File: src/rtl/video_write_queue_pkg.sv
// Shared definitions for the video write queue: region codes, deferred-class mask,
// status word layout and the queued entry format.
package video_write_queue_pkg;

   localparam int unsigned DEPTH_DEFAULT = 16;
   localparam int unsigned ENTRY_W       = 68;
   localparam int unsigned LEVEL_W       = 7;
   localparam int unsigned FRAME_W       = 16;

   localparam logic [3:0] REGION_SCROLL   = 4'h0;
   localparam logic [3:0] REGION_ATTR     = 4'h1;
   localparam logic [3:0] REGION_TILE     = 4'h2;
   localparam logic [3:0] REGION_MISC     = 4'h3;
   localparam logic [3:0] REGION_PALETTE  = 4'h4;
   localparam logic [3:0] REGION_SUBPAL   = 4'h5;
   localparam logic [3:0] REGION_VID_LAST = REGION_SUBPAL;
   localparam logic [3:0] REGION_CTRL     = 4'hF;

   // One bit per region; set means the write waits for blanking while deferral is on.
   localparam logic [15:0] DEFER_MASK = 16'h0031;

   // Status word: {frame_count[15:0], 5'b0, level[6:0], vblank, flush_pending, full, empty}
   localparam int unsigned ST_EMPTY     = 0;
   localparam int unsigned ST_FULL      = 1;
   localparam int unsigned ST_FLUSH     = 2;
   localparam int unsigned ST_VBLANK    = 3;
   localparam int unsigned ST_LEVEL_LSB = 4;
   localparam int unsigned ST_FRAME_LSB = 16;

   typedef struct packed {
      logic [3:0]  wstrb;
      logic [31:0] addr;
      logic [31:0] wdata;
   } vid_entry_t;

   function automatic logic is_deferred(input logic [3:0] region);
      return DEFER_MASK[region];
   endfunction

endpackage

File: src/rtl/video_wq_fifo.sv
// Synchronous FIFO holding queued video writes; head is visible combinationally.
module video_wq_fifo
   import video_write_queue_pkg::*;
#(
   parameter int unsigned DEPTH = DEPTH_DEFAULT
) (
   input  logic               clk,
   input  logic               reset,
   input  logic               push,
   input  logic [ENTRY_W-1:0] push_data,
   input  logic               pop,
   output logic [ENTRY_W-1:0] head,
   output logic [LEVEL_W-1:0] level,
   output logic               full,
   output logic               empty
);

   localparam int unsigned PTR_W = $clog2(DEPTH);

   logic [ENTRY_W-1:0] mem_q [DEPTH];
   logic [PTR_W-1:0]   wr_ptr_q, wr_ptr_d;
   logic [PTR_W-1:0]   rd_ptr_q, rd_ptr_d;
   logic [PTR_W:0]     count_q, count_d;
   logic               push_ok, pop_ok;

   assign full    = (count_q == (PTR_W+1)'(DEPTH));
   assign empty   = (count_q == '0);
   assign level   = LEVEL_W'(count_q);
   assign head    = mem_q[rd_ptr_q];
   assign push_ok = push & ~full;
   assign pop_ok  = pop & ~empty;

   // Pointers wrap naturally since DEPTH is a power of two.
   always_comb begin
      wr_ptr_d = wr_ptr_q + PTR_W'(push_ok);
      rd_ptr_d = rd_ptr_q + PTR_W'(pop_ok);
      count_d  = count_q + (PTR_W+1)'(push_ok) - (PTR_W+1)'(pop_ok);
   end

   always_ff @(posedge clk) begin
      if (reset) begin
         wr_ptr_q <= '0;
         rd_ptr_q <= '0;
         count_q  <= '0;
      end else begin
         wr_ptr_q <= wr_ptr_d;
         rd_ptr_q <= rd_ptr_d;
         count_q  <= count_d;
      end
   end

   always_ff @(posedge clk) begin
      if (push_ok) mem_q[wr_ptr_q] <= push_data;
   end

endmodule

File: src/rtl/video_write_queue.sv
// CPU-to-video write queue: decodes bus writes, defers palette/scroll/sprite updates
// to vertical blanking, and drains queued writes in order to the video peripheral.
module video_write_queue
   import video_write_queue_pkg::*;
#(
   parameter int unsigned DEPTH = DEPTH_DEFAULT
) (
   input  logic        clk,
   input  logic        reset,
   input  logic        iomem_valid,
   output logic        iomem_ready,
   input  logic [3:0]  iomem_wstrb,
   input  logic [31:0] iomem_addr,
   input  logic [31:0] iomem_wdata,
   output logic [31:0] iomem_rdata,
   input  logic        vblank,
   output logic        vid_valid,
   output logic [3:0]  vid_wstrb,
   output logic [31:0] vid_addr,
   output logic [31:0] vid_wdata
);

   logic               ready_q, ready_d;
   logic [31:0]        rdata_q, rdata_d;
   logic               defer_en_q, defer_en_d;
   logic               flush_q, flush_d;
   logic               vblank_q;
   logic [FRAME_W-1:0] frame_q, frame_d;
   logic               vid_valid_q, vid_valid_d;
   vid_entry_t         vid_q, vid_d;

   vid_entry_t         wr_entry, head_e;
   logic [LEVEL_W-1:0] fifo_level, level_next;
   logic               fifo_full, fifo_empty;
   logic               req, is_write, is_video, ctrl_hit, enq, deq;
   logic [3:0]         region;
   logic [31:0]        status;

   assign wr_entry = '{wstrb: iomem_wstrb, addr: iomem_addr, wdata: iomem_wdata};

   video_wq_fifo #(.DEPTH(DEPTH)) u_fifo (
      .clk       (clk),
      .reset     (reset),
      .push      (enq),
      .push_data (wr_entry),
      .pop       (deq),
      .head      (head_e),
      .level     (fifo_level),
      .full      (fifo_full),
      .empty     (fifo_empty)
   );

   always_comb begin
      region   = iomem_addr[23:20];
      req      = iomem_valid & ~ready_q;
      is_write = |iomem_wstrb;
      is_video = (region <= REGION_VID_LAST);
      ctrl_hit = req & is_write & (region == REGION_CTRL)
                 & (iomem_addr[19:2] == '0) & iomem_wstrb[0];
      enq      = req & is_write & is_video & ~fifo_full;
      // A stalled deferred head blocks everything behind it.
      deq      = ~fifo_empty & (~is_deferred(head_e.addr[23:20]) | ~defer_en_q
                                | vblank | flush_q);
      status   = {frame_q, 5'b0, fifo_level, vblank, flush_q, fifo_full, fifo_empty};

      // Non-video writes are acknowledged and dropped; only a full queue stalls.
      ready_d    = req & ~(is_write & is_video & fifo_full);
      rdata_d    = (req & ~is_write) ? status : '0;
      defer_en_d = ctrl_hit ? iomem_wdata[0] : defer_en_q;

      level_next = fifo_level + LEVEL_W'(enq) - LEVEL_W'(deq);
      flush_d    = flush_q | (ctrl_hit & iomem_wdata[1]);
      if (level_next == '0) flush_d = 1'b0;

      frame_d     = frame_q + FRAME_W'(vblank & ~vblank_q);
      vid_valid_d = deq;
      vid_d       = deq ? head_e : vid_q;
   end

   always_ff @(posedge clk) begin
      if (reset) begin
         ready_q     <= 1'b0;
         rdata_q     <= '0;
         defer_en_q  <= 1'b1;
         flush_q     <= 1'b0;
         vblank_q    <= 1'b0;
         frame_q     <= '0;
         vid_valid_q <= 1'b0;
         vid_q       <= '0;
      end else begin
         ready_q     <= ready_d;
         rdata_q     <= rdata_d;
         defer_en_q  <= defer_en_d;
         flush_q     <= flush_d;
         vblank_q    <= vblank;
         frame_q     <= frame_d;
         vid_valid_q <= vid_valid_d;
         vid_q       <= vid_d;
      end
   end

   assign iomem_ready = ready_q;
   assign iomem_rdata = rdata_q;
   assign vid_valid   = vid_valid_q;
   assign vid_wstrb   = vid_q.wstrb;
   assign vid_addr    = vid_q.addr;
   assign vid_wdata   = vid_q.wdata;

endmodule

File: config.mk
export PLATFORM = sky130hd
export DESIGN_NAME = video_write_queue
export DESIGN_NICKNAME = d
export VERILOG_FILES = /design/src/rtl/video_write_queue_pkg.sv /design/src/rtl/video_wq_fifo.sv /design/src/rtl/video_write_queue.sv
export SDC_FILE = /design/constraint.sdc
export NUM_CORES = 1
export LEC_CHECK = 0
export CAP_MARGIN = 20
export CORE_ASPECT_RATIO = 0.9
export CORE_UTILIZATION = 60
export DETAILED_ROUTE_END_ITERATION = 10
export HOLD_SLACK_MARGIN = 0.06
export PLACE_DENSITY = 0.8
export SLEW_MARGIN = 20
export SYNTH_ARGS = -nofsm -noshare
export SYNTH_HDL_FRONTEND = slang
export SYNTH_SLANG_ARGS = --single-unit
File: constraint.sdc
create_clock -name clk -period 11.4 [get_ports clk]
set_input_delay 2.28 -clock clk [delete_from_list [all_inputs] [get_ports clk]]
set_output_delay 2.28 -clock clk [all_outputs]
set_load 0.01 [all_outputs]
==> metrics.cfg, run 1 <==
[timing]
clock-skew-final_ns = 0.03153
post_route_setup_tns_ns = 0
setup_viol = 0
finalHoldViolations = 0
timing.max_slew.rel_slack = 0.2558
grt_setup_unrepaired = false
tightest_slew_ns = 1.116
layout_worst_path_cycle_share = 0.5678
maxClockFrequency_mhz = 154.5
drv_slew = 0
clock_period_minus_worst_slack_ns = 6.473

[global_routing]
gr-usage-met2 = 0.4586
grt_start_max_net_pins = 152
use_met1 = 0.3832
first_global_vias = 24320
top_usage_layer = met2
leftover_overflow_at_the_end_of_global_routing = 0
grt_first_pass_wirelength_mm = 158.3
met3_usage = 0.05439
grt_antenna_before_repair = 5
grt_util_all_layers = 0.2800

[finish]
footprint_of_the_flip_flops_and_latches_um2 = 35230
multiInputGateArea_um2 = 10540
area_growth_pct = 14.33
final_design_area_no_fill_um2 = 53090
fillCellCount = 4363
final-instance-count-excl-fill = 3544
most-common-layout-cells = 1088 x sky130_fd_sc_hd__edfxtp_1, 303 x sky130_fd_sc_hd__mux4_2, 165 x sky130_fd_sc_hd__clkdlybuf4s50_1
most_common_cell_after_layout_fill_and_taps_aside = sky130_fd_sc_hd__edfxtp_1
drive_gt1_frac = 0.2318
finish.net_count = 2508

[place]
portBuffers = 166
numPlacedInstances = 3328
post-dp-hpwl_mm = 53.44
placedInstanceArea_um2 = 49110
gp_congestion = 0.8572

[cts]
tritoncts.num_buffers = 112
clock_sinks = 1215
cts.htree.levels = 3
cts_root_buffer = sky130_fd_sc_hd__clkbuf_16
clock_insertion_delay_worst_skew_ns = 0.69
cts.repair_timing.setup_buffer_count = 0
cts_resized = 0
tritoncts = built
cts.reportedPaths.clkPinSlew_ns = 0.06
holdBufCountCts = 0
clockBufferDepth = 3

[setup_path]
worst-endpoint-arrival_ns = 6.77
reg2reg_from = u_fifo.rd_ptr_q[2]
critical_path.startpoint_type = input port
path_class = input port to flip-flop
r2r_end = flush_q
setup.worst_path.start = iomem_wstrb[3]
worst-r2r-cell-count = 20
worst_endpoint_required_time_ns = 11.70
rrSetupSlack_ns = 5.49
cp_max_fo = 43
critical_path.endpoint_type = flip-flop

[yosys]
synth.cell_area_um2 = 46430
syn_avg_cell_area_um2 = 20.81
ys_seq_elements = 1215
synth-edff-count = 1088
synth-warning-count = 0
synth_top_flop_cell = sky130_fd_sc_hd__edfxtp_1
async_reset_ff_frac = 0
share_of_synthesized_area_occupied_by_flip_flops_and_latches = 0.7584
yosys_cell_types = 52
synth_cells = 2231

[die]
ios = 174
chipHeight_um = 265.9
fp.dieArea_um2 = 78500
core_region_area_um2 = 76390
floorplan.initialDensity = 0.6078
die_width_um = 295.2
fp-row-count = 96

[min_path]
holdPathEnd = vid_wdata[13]
min_from = vid_wdata[13]
hold_depth = 2
hp-class = flip-flop to flip-flop

[flow_run]
timing.max_cap.violations = 0

[power]
standby_leakage_power_nw = 16.37
power_per_cell_area_nw_per_um2 = 215.5
peak_supply_drop_uv = 157.8

[route]
drtAntennaViolNets = 0
firstDrtPassIters = 5
initialDrtViolationCount = 2838
wl_per_cell_um = 30.66
wl_mm = 108.7
post-route-drc-count = 0
via_total_after_detailed_routing = 23710
post_drt_via_cell_ratio = 6.691

[outcome]
status = completed

worst max path at each step:
stage                            to  depth (start not counted)
6_report        u_fifo.mem_q[7][56]                          8
2_1_floorplan    u_fifo.mem_q[0][0]                          6
5_1_grt         u_fifo.mem_q[7][10]                          8
3_5_place_dp   u_fifo.mem_q[11][37]                          8
3_3_place_gp   u_fifo.mem_q[11][35]                          8
4_1_cts        u_fifo.mem_q[11][53]                          8
Yosys cell counts (2+ instances only):
| cell type | instances | area [um^2] |
|---|---|---|
| sky130_fd_sc_hd__mux4_2 | 303 | 6824 |
| sky130_fd_sc_hd__fa_1 | 2 | 40.04 |
| sky130_fd_sc_hd__o21ai_2 | 9 | 78.83 |
| sky130_fd_sc_hd__nor4_1 | 2 | 12.51 |
| sky130_fd_sc_hd__or3_1 | 7 | 43.79 |
| sky130_fd_sc_hd__o21ai_1 | 48 | 240.2 |
| sky130_fd_sc_hd__buf_2 | 37 | 185.2 |
| sky130_fd_sc_hd__inv_1 | 23 | 86.33 |
| sky130_fd_sc_hd__nand3_2 | 2 | 20.02 |
| sky130_fd_sc_hd__nor2_1 | 41 | 153.9 |
| sky130_fd_sc_hd__o21ai_0 | 14 | 70.07 |
| sky130_fd_sc_hd__nor3_1 | 21 | 105.1 |
| sky130_fd_sc_hd__a31oi_1 | 2 | 12.51 |
| sky130_fd_sc_hd__nand2b_1 | 2 | 12.51 |
| sky130_fd_sc_hd__nand3_1 | 81 | 405.4 |
| sky130_fd_sc_hd__mux2i_1 | 41 | 410.4 |
| sky130_fd_sc_hd__xor2_1 | 9 | 78.83 |
| sky130_fd_sc_hd__clkbuf_1 | 60 | 225.2 |
| sky130_fd_sc_hd__a21oi_2 | 24 | 210.2 |
| sky130_fd_sc_hd__a211oi_1 | 62 | 465.5 |
| sky130_fd_sc_hd__buf_6 | 10 | 112.6 |
| sky130_fd_sc_hd__a21o_1 | 2 | 15.01 |
| sky130_fd_sc_hd__and2_1 | 14 | 87.58 |
| sky130_fd_sc_hd__or4_1 | 2 | 15.01 |
| sky130_fd_sc_hd__buf_1 | 11 | 41.29 |
| sky130_fd_sc_hd__a21oi_1 | 24 | 120.1 |
| sky130_fd_sc_hd__a22oi_1 | 3 | 22.52 |
| sky130_fd_sc_hd__nand4_1 | 2 | 12.51 |
| sky130_fd_sc_hd__edfxtp_1 | 1088 | 32670 |
| sky130_fd_sc_hd__dfxtp_1 | 127 | 2542 |
| sky130_fd_sc_hd__buf_4 | 21 | 157.7 |
| sky130_fd_sc_hd__nor4b_1 | 3 | 26.28 |
| sky130_fd_sc_hd__and3_1 | 5 | 31.28 |
| sky130_fd_sc_hd__nand2_1 | 43 | 161.4 |
| sky130_fd_sc_hd__nor2b_1 | 42 | 262.8 |
| sky130_fd_sc_hd__xnor2_1 | 11 | 96.34 |
| sky130_fd_sc_hd__ha_1 | 18 | 225.2 |
cell families after synthesis:
group / share of synthesized area
flip-flops: 0.7584
adder cells (fa/ha/maj): 0.005713
XOR/XNOR: 0.003773
AO/OA/AOI/OAI: 0.02862
AND/OR/NAND/NOR: 0.02988
other: 0.00008076
buffers and inverters: 0.01773
multiplexers: 0.1558
flip-flops by register name, summed over array words and instances (netlist names):
name and cells:
defer_en_q 1, flush_q 1, frame_q 16, iomem_rdata 25, iomem_ready 1, u_fifo.count_q 5, u_fifo.mem_q 1088, u_fifo.rd_ptr_q 4
u_fifo.wr_ptr_q 4, vblank_q 1, vid_addr 32, vid_valid 1, vid_wdata 32, vid_wstrb 4
critical path: stages:
cell and delay, ns:
sky130_fd_sc_hd__clkdlybuf4s50_1 0.92, sky130_fd_sc_hd__or4_1 0.66, sky130_fd_sc_hd__and3b_1 0.30, sky130_fd_sc_hd__nand3_1 0.19, sky130_fd_sc_hd__inv_1 0.24, sky130_fd_sc_hd__nand3_1 0.36, sky130_fd_sc_hd__nor2_4 0.95, sky130_fd_sc_hd__buf_4 0.78
metrics by stage:
step	setup WS, ns	hold WS (ns)	power, mW	utilization
detailed placement	4.388	0.4440	7.544	0.6428
CTS	5.020	0.4546	11.48	0.6938
global placement	4.647	0.4400	7.489	0.6427
floorplan	3.001	0.4367	6.840	-
finish	4.927	0.4481	11.44	0.6949
global route	4.819	0.4728	11.79	0.6949
cell type report:
type / count / share of cell area
diodes: 4 / 0.0001886
clock buffers: 146 / 0.05770
clock inverters: 63 / 0.01560
inverters: 23 / 0.001626
multi-input cells: 859 / 0.1986
flip-flops and latches: 1215 / 0.6636
well taps: 1029 / 0.02425
repair buffers: 205 / 0.03844
metal layers:
layer  share of wire  vias up  wire length, um
li1                -     9528                -
met1            0.38    12370            40790
met2            0.50     1561            54540
met3           0.092      252             9995
met4           0.031        2             3329
met5        0.000083        -                9
where the power goes:
group	internal [mW]	leakage [nW]	switching (mW)	total (mW)
clock network	2.29	1.88	1.63	3.92
registers	4.99	10.8	0.162	5.15
logic	1.15	3.66	1.22	2.37
Note: power is estimated with default switching activity, not from simulation.
==> inputs of run 2 (changes only) <==
==> constraint.sdc (replaced) <==
create_clock -name clk -period 6.75 [get_ports clk]
set_input_delay 1.35 -clock clk [delete_from_list [all_inputs] [get_ports clk]]
set_output_delay 1.35 -clock clk [all_outputs]
set_load 0.01 [all_outputs]
==> metrics.cfg, run 2 (synthesis gave the netlist of run 1 again) <==
[outcome]
status = completed  ; unchanged

[cts]
cts_root_buffer = sky130_fd_sc_hd__clkbuf_16  ; unchanged
cts.repair_timing.setup_buffer_count = 0  ; unchanged
clockBufferDepth = 3  ; unchanged
clock_insertion_delay_worst_skew_ns = 0.69  ; about the same
tritoncts = built  ; unchanged
cts.reportedPaths.clkPinSlew_ns = 0.06  ; about the same
cts.htree.levels = 3  ; unchanged
clock_sinks = 1215  ; unchanged
cts_resized = 0  ; unchanged
tritoncts.num_buffers = 113  ; was 112
holdBufCountCts = 0  ; unchanged

[setup_path]
critical_path.endpoint_type = flip-flop  ; unchanged
critical_path.startpoint_type = input port  ; unchanged
path_class = input port to flip-flop  ; unchanged
worst-endpoint-arrival_ns = 5.26  ; was 6.77 ns
cp_max_fo = 49  ; was 43
worst_endpoint_required_time_ns = 7.08  ; was 11.70 ns

[die]
fp.dieArea_um2 = 78500  ; unchanged
core_region_area_um2 = 76390  ; unchanged
chipHeight_um = 265.9  ; unchanged
ios = 174  ; unchanged
floorplan.initialDensity = 0.6078  ; unchanged
fp-row-count = 96  ; unchanged
die_width_um = 295.2  ; unchanged

[finish]
flip_flop_count_of_the_largest_register_all_copies_and_words_added = 1088  ; unchanged
drive_gt1_frac = 0.2349  ; was 0.2318
fillCellCount = 4433  ; was 4363
area_growth_pct = 14.53  ; was 14.33%
most_common_cell_after_layout_fill_and_taps_aside = sky130_fd_sc_hd__edfxtp_1  ; unchanged
final_design_area_no_fill_um2 = 53180  ; was 53090 um^2
register_with_the_most_flip_flops = u_fifo.mem_q  ; unchanged
most-common-layout-cells = 1088 x sky130_fd_sc_hd__edfxtp_1, 303 x sky130_fd_sc_hd__mux4_2, 165 x sky130_fd_sc_hd__clkdlybuf4s50_1  ; unchanged
finish.net_count = 2521  ; was 2508

[global_routing]
grt_util_all_layers = 0.2867  ; was 0.2800
grt_start_max_net_pins = 181  ; was 152
grt_first_pass_wirelength_mm = 161.5  ; was 158.3 mm
first_global_vias = 24660  ; was 24320
leftover_overflow_at_the_end_of_global_routing = 0  ; unchanged
grt_antenna_before_repair = 6  ; was 5

[flow_run]
timing.max_cap.violations = 0  ; unchanged

[route]
wl_mm = 110.2  ; was 108.7 mm
drtAntennaViolNets = 0  ; unchanged
post-route-drc-count = 0  ; unchanged
wl_per_cell_um = 30.95  ; was 30.66 um
firstDrtPassIters = 5  ; unchanged
post_drt_via_cell_ratio = 6.702  ; was 6.691
via_total_after_detailed_routing = 23870  ; was 23710
initialDrtViolationCount = 2937  ; was 2838

[place]
gp_congestion = 0.8441  ; was 0.8572
portBuffers = 166  ; unchanged
placedInstanceArea_um2 = 49330  ; was 49110 um^2
post-dp-hpwl_mm = 57.46  ; was 53.44 mm

[timing]
tightest_slew_ns = 1.188  ; was 1.116 ns
finalHoldViolations = 0  ; unchanged
clock-skew-final_ns = 0.03493  ; was 0.03153 ns
post_route_setup_tns_ns = 0  ; unchanged
maxClockFrequency_mhz = 202.6
grt_setup_unrepaired = false  ; unchanged
drv_slew = 0  ; unchanged
layout_worst_path_cycle_share = 0.7311
setup_viol = 0  ; unchanged
timing.max_slew.rel_slack = 0.2079  ; was 0.2558
clock_period_minus_worst_slack_ns = 4.935

[min_path]
hp-class = flip-flop to flip-flop  ; unchanged

[power]
power_per_cell_area_nw_per_um2 = 361.3  ; was 215.5 nW/um^2
standby_leakage_power_nw = 16.38  ; was 16.37 nW
peak_supply_drop_uv = 254.0  ; was 157.8 uV

## run 2: layout make-up
type | count | area (um^2) | share of cell area
flip-flops and latches | 1215 | 35230 | 0.6624
clock inverters | 75 | 765.7 | 0.01440
diodes | 3 | 7.507 | 0.0001412
multi-input cells | 859 | 10570 | 0.1987
repair buffers | 217 | 2225 | 0.04183
clock buffers | 140 | 3012 | 0.05663
inverters | 23 | 86.33 | 0.001623
well taps | 1029 | 1287 | 0.02421
## run 2: layer usage
| layer | track usage | part of all wire | up-vias |
|---|---|---|---|
| met4 | 0.1204 | 0.041 | 6 |
| met2 | 0.4548 | 0.49 | 1673 |
| met3 | 0.07241 | 0.10 | 287 |
| met1 | 0.3830 | 0.36 | 12340 |
| met5 | 0 | 0.00033 | - |
| li1 | - | - | 9558 |
## run 2: stage by stage
step	setup slack, ns	power, mW	hold WS, ns	utilization	std cells
2_1_floorplan	1.106	11.55	0.4367	-	2237
3_3_place_gp	1.382	12.69	0.4374	0.6457	3340
3_5_place_dp	1.213	12.81	0.4419	0.6457	3340
4_1_cts	1.764	19.23	0.4527	0.6951	3555
5_1_grt	1.646	19.83	0.4722	0.6961	3560
6_report	1.815	19.22	0.4528	0.6961	3561
## run 2: worst max-delay path, cell delays in order
cell,delay (ns)
sky130_fd_sc_hd__clkdlybuf4s50_1,0.93
sky130_fd_sc_hd__or4_1,0.68
sky130_fd_sc_hd__and3b_1,0.30
sky130_fd_sc_hd__nand3_1,0.16
sky130_fd_sc_hd__inv_1,0.22
sky130_fd_sc_hd__nand3_1,0.38
sky130_fd_sc_hd__nor2_4,0.76
sky130_fd_sc_hd__buf_12,0.43
## run 2: worst paths after layout
| check | startpoint | to | cells after the start | slack, ns |
|---|---|---|---|---|
| worst max-delay path | iomem_wstrb[3] | u_fifo.mem_q[15][63] | 8 | 1.82 |
| worst min-delay path | vid_wdata[8] | vid_wdata[8] | 2 | 0.45 |
| worst max register to register | u_fifo.rd_ptr_q[0] | u_fifo.count_q[4] | 16 | 1.99 |
| worst min register to register | vid_wdata[8] | vid_wdata[8] | 2 | 0.45 |
## run 2: power by group
part / internal, mW / switching (mW) / total (mW)
registers: 8.43 / 0.268 / 8.70
logic: 1.97 / 2.14 / 4.11
clock network: 3.62 / 2.79 / 6.41
